$ cat config.mk
export PLATFORM = sky130hd
export DESIGN_NAME = zrc_hist_seq
export DESIGN_NICKNAME = d
export VERILOG_FILES = /design/src/rtl/zrc_hist_seq.sv
export SDC_FILE = /design/constraint.sdc
export NUM_CORES = 1
export LEC_CHECK = 0
export ABC_CLOCK_PERIOD_IN_PS = 2800
export CORE_UTILIZATION = 63
export CTS_BUF_LIST = sky130_fd_sc_hd__clkbuf_16
export DETAILED_ROUTE_END_ITERATION = 10
export DONT_BUFFER_PORTS = 1
export PLACE_DENSITY_LB_ADDON = 0.12
export REMOVE_ABC_BUFFERS = 1
export SYNTH_ARGS = -nofsm -noshare
export SYNTH_HDL_FRONTEND = slang
export SYNTH_SLANG_ARGS = --single-unit
$ cat constraint.sdc
create_clock -name i_clk -period 2.8 [get_ports i_clk]
set_clock_uncertainty 0.1 [all_clocks]
set_input_delay 0.84 -clock i_clk [delete_from_list [all_inputs] [get_ports i_clk]]
set_output_delay 0.84 -clock i_clk [all_outputs]
set_load 0.1 [all_outputs]
$ cat src/rtl/zrc_hist_seq.sv
// -----------------------------------------------------------------------------
// zrc_hist_seq
//   Frame-level sequencer for the ZRC histogram / DDE path. While the field is
//   active it gates histogram accumulation. During vertical blanking it walks
//   the histogram RAM for the map/CDF builder, flips the ping-pong map bank
//   and then zeroes the histogram for the next frame. After every reset it
//   clears the whole histogram before accepting a frame.
//
// Ports
//   i_clk         single clock, rising edge
//   i_rst         synchronous reset, active low
//   i_field_vld   frame valid from sensor timing
//   i_line_vld    line valid, qualifies pixels
//   i_freeze      1 = keep current map (skip scan and bank swap)
//   i_scan_rdy    map builder accepts the current scan address
//   o_hist_wr_en  accumulate enable to histogram RAM (1-cycle latency)
//   o_scan_vld    scan address valid
//   o_scan_addr   bin being scanned (0 outside the scan)
//   o_scan_last   marks the final bin of the scan
//   o_clr_en      write-zero enable to histogram RAM
//   o_clr_addr    bin being cleared (0 outside a clear)
//   o_map_bank    map table bank used by pixel mapping
//   o_map_done    1-cycle pulse, new map bank selected
//   o_overrun     1-cycle pulse, field started while the sequencer was busy
//   o_busy        sequencer is in INIT, SCAN, SWAP or CLEAR
//   o_frame_cnt   number of frames accumulated, wraps
// -----------------------------------------------------------------------------
module zrc_hist_seq #(
  parameter int HIST_RAM_AW = 14,
  parameter int FRM_CNT_W   = 8
) (
  input  logic                   i_clk,
  input  logic                   i_rst,
  input  logic                   i_field_vld,
  input  logic                   i_line_vld,
  input  logic                   i_freeze,
  input  logic                   i_scan_rdy,
  output logic                   o_hist_wr_en,
  output logic                   o_scan_vld,
  output logic [HIST_RAM_AW-1:0] o_scan_addr,
  output logic                   o_scan_last,
  output logic                   o_clr_en,
  output logic [HIST_RAM_AW-1:0] o_clr_addr,
  output logic                   o_map_bank,
  output logic                   o_map_done,
  output logic                   o_overrun,
  output logic                   o_busy,
  output logic [FRM_CNT_W-1:0]   o_frame_cnt
);

  typedef enum logic [2:0] {
    ST_INIT,
    ST_IDLE,
    ST_ACCUM,
    ST_SCAN,
    ST_SWAP,
    ST_CLEAR
  } state_t;

  // Final bin is detected by comparing against all-ones, never by wrap.
  localparam logic [HIST_RAM_AW-1:0] ADDR_LAST = '1;
  localparam logic [HIST_RAM_AW-1:0] ADDR_ONE  = {{(HIST_RAM_AW-1){1'b0}}, 1'b1};
  localparam logic [FRM_CNT_W-1:0]   FRM_ONE   = {{(FRM_CNT_W-1){1'b0}}, 1'b1};

  state_t                 state;
  logic                   field_q;
  logic                   field_rise;
  logic                   field_fall;
  logic [HIST_RAM_AW-1:0] scan_addr_inc;
  logic [HIST_RAM_AW-1:0] clr_addr_inc;

  assign field_rise    = i_field_vld & ~field_q;
  assign field_fall    = ~i_field_vld & field_q;
  assign scan_addr_inc = o_scan_addr + ADDR_ONE;
  assign clr_addr_inc  = o_clr_addr + ADDR_ONE;

  // NOTE: every state and output bit is a flop updated with non-blocking
  // assignments; a later assignment in the same pass overrides an earlier
  // default, which is how the one-cycle pulses fall back to 0.
  always_ff @(posedge i_clk) begin
    if (!i_rst) begin
      // Reset aborts any phase at once; the map bank returns to 0 so a swap
      // can never be left half done.
      state        <= ST_INIT;
      field_q      <= 1'b0;
      o_hist_wr_en <= 1'b0;
      o_scan_vld   <= 1'b0;
      o_scan_addr  <= '0;
      o_scan_last  <= 1'b0;
      o_clr_en     <= 1'b0;
      o_clr_addr   <= '0;
      o_map_bank   <= 1'b0;
      o_map_done   <= 1'b0;
      o_overrun    <= 1'b0;
      o_busy       <= 1'b0;
      o_frame_cnt  <= '0;
    end else begin
      field_q      <= i_field_vld;
      o_hist_wr_en <= 1'b0;
      o_map_done   <= 1'b0;
      o_overrun    <= 1'b0;

      // A field starting while blanking work is in progress is reported and
      // dropped; the sequence itself carries on untouched. Back in IDLE the
      // registered field copy is already high, so no rising edge is seen
      // until the following frame.
      if (field_rise && (state inside {ST_INIT, ST_SCAN, ST_SWAP, ST_CLEAR}))
        o_overrun <= 1'b1;

      case (state)
        ST_INIT: begin
          o_busy <= 1'b1;
          if (!o_clr_en) begin
            // First cycle out of reset: start the clear at bin 0.
            o_clr_en   <= 1'b1;
            o_clr_addr <= '0;
          end else if (o_clr_addr == ADDR_LAST) begin
            o_clr_en   <= 1'b0;
            o_clr_addr <= '0;
            o_busy     <= 1'b0;
            state      <= ST_IDLE;
          end else begin
            o_clr_addr <= clr_addr_inc;
          end
        end

        ST_IDLE: begin
          if (field_rise) begin
            state        <= ST_ACCUM;
            // Pixel on the very first field cycle is accumulated too.
            o_hist_wr_en <= i_line_vld;
          end
        end

        ST_ACCUM: begin
          if (field_fall) begin
            o_frame_cnt <= o_frame_cnt + FRM_ONE;
            o_busy      <= 1'b1;
            // Freeze is only looked at here; changes later in the blanking
            // interval take effect on the next frame.
            if (i_freeze) begin
              state      <= ST_CLEAR;
              o_clr_en   <= 1'b1;
              o_clr_addr <= '0;
            end else begin
              state       <= ST_SCAN;
              o_scan_vld  <= 1'b1;
              o_scan_addr <= '0;
              o_scan_last <= 1'b0;
            end
          end else begin
            o_hist_wr_en <= i_field_vld & i_line_vld;
          end
        end

        ST_SCAN: begin
          // o_scan_vld is held high for the whole state, so i_scan_rdy alone
          // completes a handshake.
          if (i_scan_rdy) begin
            if (o_scan_addr == ADDR_LAST) begin
              state       <= ST_SWAP;
              o_scan_vld  <= 1'b0;
              o_scan_addr <= '0;
              o_scan_last <= 1'b0;
              o_map_bank  <= ~o_map_bank;
              o_map_done  <= 1'b1;
            end else begin
              o_scan_addr <= scan_addr_inc;
              o_scan_last <= (scan_addr_inc == ADDR_LAST);
            end
          end
        end

        ST_SWAP: begin
          state      <= ST_CLEAR;
          o_clr_en   <= 1'b1;
          o_clr_addr <= '0;
        end

        ST_CLEAR: begin
          if (o_clr_addr == ADDR_LAST) begin
            o_clr_en   <= 1'b0;
            o_clr_addr <= '0;
            o_busy     <= 1'b0;
            state      <= ST_IDLE;
          end else begin
            o_clr_addr <= clr_addr_inc;
          end
        end

        default: begin
          state <= ST_INIT;
        end
      endcase
    end
  end

endmodule

==> impl_results.html <==
<table>
<tr><th>Metric</th><th>Value</th></tr>
<tr><th colspan="2">Synthesis</th></tr>
<tr><td>Share of synthesized area spent on multiplexers</td><td>0.01135</td></tr>
<tr><td>Average size of a mapped cell</td><td>~8 um2</td></tr>
<tr><td>Number of synthesized register bits</td><td>between 40 and 50</td></tr>
<tr><td>Simple logic cell fraction of the synthesized area</td><td>0.2993</td></tr>
<tr><td>Area leader, netlist</td><td>sky130_fd_sc_hd__dfxtp_1</td></tr>
<tr><td>Sequential-to-total area share from yosys stat</td><td>0.3631</td></tr>
<tr><td>Post-synthesis share of cell area spent on full adders, half adders and majority gates</td><td>0.01891</td></tr>
<tr><td>Area share of the largest cell type after synthesis</td><td>0.3631</td></tr>
<tr><td>Fraction of the mapped netlist area in compound gates</td><td>0.1872</td></tr>
<tr><td>Number of enable-type register cells in the synthesized netlist</td><td>0</td></tr>
<tr><td>Combinational family with the most area after synthesis</td><td>simple AND/OR/NAND/NOR gates</td></tr>
<tr><td>Cells taking the most area after synthesis</td><td>sky130_fd_sc_hd__dfxtp_1, sky130_fd_sc_hd__nor2_1, sky130_fd_sc_hd__xor2_1, sky130_fd_sc_hd__a21oi_1, sky130_fd_sc_hd__nand2_1</td></tr>
<tr><td>Xor and xnor fraction of the mapped netlist area</td><td>0.07281</td></tr>
<tr><td>Count of yosys warnings during synthesis</td><td>0</td></tr>
<tr><td>Share of flip-flops with an asynchronous set or reset</td><td>0</td></tr>
<tr><td>Distinct cell type count of the synthesized netlist</td><td>slightly above 60</td></tr>
<tr><td>Mapped Cells</td><td>329</td></tr>
<tr><td>Post-Synthesis Cell Area</td><td>0.002646 mm2</td></tr>
<tr><td>Ys flop type</td><td>sky130_fd_sc_hd__dfxtp_1</td></tr>
<tr><th colspan="2">Timing</th></tr>
<tr><td>Max frequency</td><td>427.5 MHz</td></tr>
<tr><td>Hold Violations, Final</td><td>0</td></tr>
<tr><td>Worst slew slack as a fraction of its limit</td><td>0.4356</td></tr>
<tr><td>Worst-margin pin slew</td><td>about 0.84 ns</td></tr>
<tr><td>Final total negative setup slack</td><td>0 ns</td></tr>
<tr><td>Setup Viol. Count Final</td><td>0</td></tr>
<tr><td>Portion of the clock cycle consumed by the worst path in the final layout</td><td>0.8354</td></tr>
<tr><td>Post-layout min period</td><td>approximately 2.3 ns</td></tr>
<tr><td>Number of max-slew violations in the final report</td><td>0</td></tr>
<tr><td>Post-Route Hold Slack</td><td>0.4050 ns</td></tr>
<tr><td>Setup repair after global routing missed its margin</td><td>no</td></tr>
<tr><th colspan="2">Worst setup path</th></tr>
<tr><td>Type of destination of the critical path</td><td>flop</td></tr>
<tr><td>Worst flop-to-flop path startpoint</td><td>o_scan_addr[1]</td></tr>
<tr><td>Critical path type</td><td>reg2reg</td></tr>
<tr><td>Critical path origin</td><td>o_scan_addr[1]</td></tr>
<tr><td>Critical path endpoint</td><td>o_scan_addr[3]</td></tr>
<tr><td>Maximum fanout along the worst path</td><td>18</td></tr>
<tr><td>Count of cells along the worst register-to-register path</td><td>6</td></tr>
<tr><td>Worst flop-to-flop path endpoint</td><td>o_scan_addr[3]</td></tr>
<tr><td>Flop-to-flop setup slack</td><td>around 0.46 ns</td></tr>
<tr><td>Worst endpoint data arrival time</td><td>2.41 ns</td></tr>
<tr><td>CP Data Required Time</td><td>between 2 and 3 ns</td></tr>
<tr><td>Startpoint class of the critical path</td><td>flop</td></tr>
<tr><th colspan="2">Global routing</th></tr>
<tr><td>Wire length of the first global-routing pass</td><td>10,090 um</td></tr>
<tr><td>Via count of the first global-routing pass</td><td>around 2,300</td></tr>
<tr><td>Antenna violations before repair</td><td>0</td></tr>
<tr><td>Overall track demand over capacity in global routing</td><td>0.2966</td></tr>
<tr><td>Total grt overflow</td><td>0</td></tr>
<tr><td>Largest net degree at the start of global routing</td><td>19</td></tr>
<tr><th colspan="2">Die</th></tr>
<tr><td>Chip Width</td><td>~67 um</td></tr>
<tr><td>Height of the die</td><td>approximately 67 um</td></tr>
<tr><td>Top-Level Pins</td><td>50</td></tr>
<tr><td>Effective utilization at floorplan</td><td>0.6568</td></tr>
<tr><td>Placeable core region</td><td>approximately 0.004 mm2</td></tr>
<tr><td>Standard-cell rows</td><td>23</td></tr>
<tr><td>Die Area</td><td>around 0.0045 mm2</td></tr>
<tr><th colspan="2">Clocking</th></tr>
<tr><td>CTS H-tree depth</td><td>2</td></tr>
<tr><td>Total clock buffers created by CTS</td><td>5</td></tr>
<tr><td>Clock insertion delay at the later pin of the skew report</td><td>0.28 ns</td></tr>
<tr><td>Buffer count from post-CTS setup fixing</td><td>0</td></tr>
<tr><td>TritonCTS clock tree</td><td>built</td></tr>
<tr><td>Clk sinks</td><td>48</td></tr>
<tr><td>Post-CTS Resized</td><td>0</td></tr>
<tr><td>Clock-pin transition on the worst setup and hold timing paths</td><td>0.06 ns</td></tr>
<tr><td>Post-CTS Hold Fix Bufs</td><td>0</td></tr>
<tr><td>Root Driver</td><td>sky130_fd_sc_hd__clkbuf_16</td></tr>
<tr><td>Bufs on Longest Clock Path</td><td>2</td></tr>
<tr><th colspan="2">Route</th></tr>
<tr><td>Aggregate routed wire length</td><td>about 6400 um</td></tr>
<tr><td>DR DRC count</td><td>0</td></tr>
<tr><td>Iteration-0 DRC count of the detailed router</td><td>152</td></tr>
<tr><td>Met2 wirelength from detailed routing</td><td>~3200 um</td></tr>
<tr><td>Met3 routed WL</td><td>roughly 300 um</td></tr>
<tr><td>Highest layer used for signal routing</td><td>met4</td></tr>
<tr><td>Average wire per cell in the routed design</td><td>15.34 um</td></tr>
<tr><td>Number of optimization iterations in the first detailed-route pass</td><td>4</td></tr>
<tr><td>Detailed-route via count</td><td>2,536</td></tr>
<tr><td>Mean number of vias per cell</td><td>about 6.1</td></tr>
<tr><td>Wire length on met1</td><td>2776 um</td></tr>
<tr><td>Antenna violation net count after detailed routing</td><td>0</td></tr>
<tr><th colspan="2">Place</th></tr>
<tr><td>Half-perimeter wire length after detailed placement</td><td>roughly 4600 um</td></tr>
<tr><td>Global placer's final weighted congestion</td><td>roughly 0.88</td></tr>
<tr><td>Post-Place Cells</td><td>410</td></tr>
<tr><td>Port Buf Inserts</td><td>0</td></tr>
<tr><td>Area after DPL</td><td>0.002989 mm2</td></tr>
<tr><th colspan="2">Run</th></tr>
<tr><td>Max-cap violations</td><td>0</td></tr>
<tr><th colspan="2">Layout</th></tr>
<tr><td># nets final</td><td>377</td></tr>
<tr><td>N_diodes</td><td>0</td></tr>
<tr><td>Post-route insts no fill</td><td>around 420</td></tr>
<tr><td>Count of fill cells added during filler insertion</td><td>approximately 300</td></tr>
<tr><td>Post-route standard cell area excluding fillers</td><td>~0.0031 mm2</td></tr>
<tr><td>Synth-to-layout area growth</td><td>18.11%</td></tr>
<tr><td>Ratio of cells with drive above 1 in the final layout</td><td>0.1793</td></tr>
<tr><th colspan="2">Pwr</th></tr>
<tr><td>Ratio of total power to cell area</td><td>623.7 mW/mm2</td></tr>
<tr><td>Total power consumption of the routed design</td><td>about 1.9 mW</td></tr>
<tr><td>Leakage power summed over all cells</td><td>~1.2 nW</td></tr>
<tr><td>Worst VDD drop</td><td>0.2916 mV</td></tr>
<tr><th colspan="2">Run status</th></tr>
<tr><td>Outcome</td><td>completed</td></tr>
<tr><th colspan="2">Min path</th></tr>
<tr><td>Class of the most critical hold timing path</td><td>reg2reg</td></tr>
</table>
==> worst min-delay path by stage <==
stage | from | endpoint | depth (start not counted)
final | o_clr_addr[1] | o_clr_addr[1] | 2
after global routing | o_clr_addr[1] | o_clr_addr[1] | 2
after CTS | o_clr_addr[1] | o_clr_addr[1] | 2
after detailed placement | o_clr_addr[1] | o_clr_addr[1] | 2
after global placement | o_clr_addr[1] | o_clr_addr[1] | 2
after floorplan | field_q | o_overrun | 1
==> cell type report <==
type                            instances  area, um2  share of cell area
Clock buffer                            5      125.1             0.04003
Inverter                                8      30.03            0.009608
Sequential cell                        48      960.9              0.3074
Clock inverter                          3      11.26            0.003603
Multi-Input combinational cell        254       1560              0.4992
Timing Repair Buffer                   50      375.4              0.1201
Tap cell                               50      62.56             0.02002
==> per-stage QoR <==
step | util | setup slack (ns)
6_report | 0.7758 | 0.4608
3_3_place_gp | 0.7419 | 0.4402
5_1_grt | 0.7758 | 0.2911
2_1_floorplan | - | -0.2857
4_1_cts | 0.7758 | 0.4748
3_5_place_dp | 0.7419 | 0.3930
==> where the power goes <==
part           switching [mW]  internal [mW]
logic                   0.424          0.188
clock network           0.238          0.321
registers              0.0578          0.720
==> cells in the final DEF (no fill, tap or decap), types with 3 or more instances in the layout <==
| cell type | Yosys | final |
|---|---|---|
| sky130_fd_sc_hd__ha_1 | 4 | 4 |
| sky130_fd_sc_hd__nand3_1 | 14 | 14 |
| sky130_fd_sc_hd__and4b_1 | 4 | 4 |
| sky130_fd_sc_hd__nand2b_1 | 3 | 3 |
| sky130_fd_sc_hd__xnor2_1 | 7 | 7 |
| sky130_fd_sc_hd__buf_4 | 1 | 50 |
| sky130_fd_sc_hd__and2_1 | 3 | 3 |
| sky130_fd_sc_hd__and3_1 | 5 | 5 |
| sky130_fd_sc_hd__or3_1 | 4 | 4 |
| sky130_fd_sc_hd__a31oi_1 | 4 | 4 |
| sky130_fd_sc_hd__nor2b_1 | 6 | 6 |
| sky130_fd_sc_hd__o21ai_1 | 3 | 3 |
| sky130_fd_sc_hd__inv_1 | 7 | 9 |
| sky130_fd_sc_hd__nor2_1 | 46 | 46 |
| sky130_fd_sc_hd__a21oi_1 | 25 | 25 |
| sky130_fd_sc_hd__nand4_1 | 11 | 11 |
| sky130_fd_sc_hd__dfxtp_1 | 48 | 48 |
| sky130_fd_sc_hd__mux2i_1 | 3 | 3 |
| sky130_fd_sc_hd__nand2_1 | 26 | 26 |
| sky130_fd_sc_hd__xor2_1 | 15 | 15 |
| sky130_fd_sc_hd__nor3_1 | 7 | 7 |
| sky130_fd_sc_hd__nor4_1 | 5 | 5 |
| sky130_fd_sc_hd__clkbuf_16 | 0 | 5 |
| sky130_fd_sc_hd__o21ai_0 | 19 | 19 |
==> flip-flops by register name, indices dropped and copies added, names as in the netlist <==
signal and cells:
o_scan_addr 14, o_scan_vld 1, o_overrun 1, o_clr_en 1
o_map_done 1, o_clr_addr 14, o_busy 1, o_map_bank 1
field_q 1, o_hist_wr_en 1, o_frame_cnt 8, o_scan_last 1
state 3
==> cells in the mapped netlist, drive strengths merged (4+ instances only) <==
cell    number
dfxtp       48
nor2        46
a21oi       26
nand2       26
o21ai       22
xor2        15
nand3       14
nand4       12
clkbuf      11
nor3         9
buf          8
inv          7
xnor2        7
nor2b        6
and3         5
nor4         5
a31oi        4
and4b        4
ha           4
or3          4
==> logic make-up after synthesis <==
kind of cell	after synthesis
AND/OR/NAND/NOR	149
flip-flops	48
XOR/XNOR	22
buffers and inverters	27
adder cells (fa/ha/maj)	4
multiplexers	3
AO/OA/AOI/OAI	76
==> per-layer routing <==
| metal | GRT usage | vias up |
|---|---|---|
| met2 | 0.5139 | 78 |
| met1 | 0.3465 | 1186 |
| met4 | 0.1303 | 0 |
| met3 | 0.06336 | 12 |
| met5 | 0 | - |
| li1 | - | 1260 |
==> worst max-delay path, stage by stage, from the launching register on <==
cell and delay [ns]:
sky130_fd_sc_hd__dfxtp_1 0.33, sky130_fd_sc_hd__ha_1 0.29, sky130_fd_sc_hd__nand4_2 0.22, sky130_fd_sc_hd__o41ai_4 0.85, sky130_fd_sc_hd__o21ai_1 0.19, sky130_fd_sc_hd__a21oi_1 0.19, sky130_fd_sc_hd__nor2_1 0.05
Power figures use the tool's default switching activity.
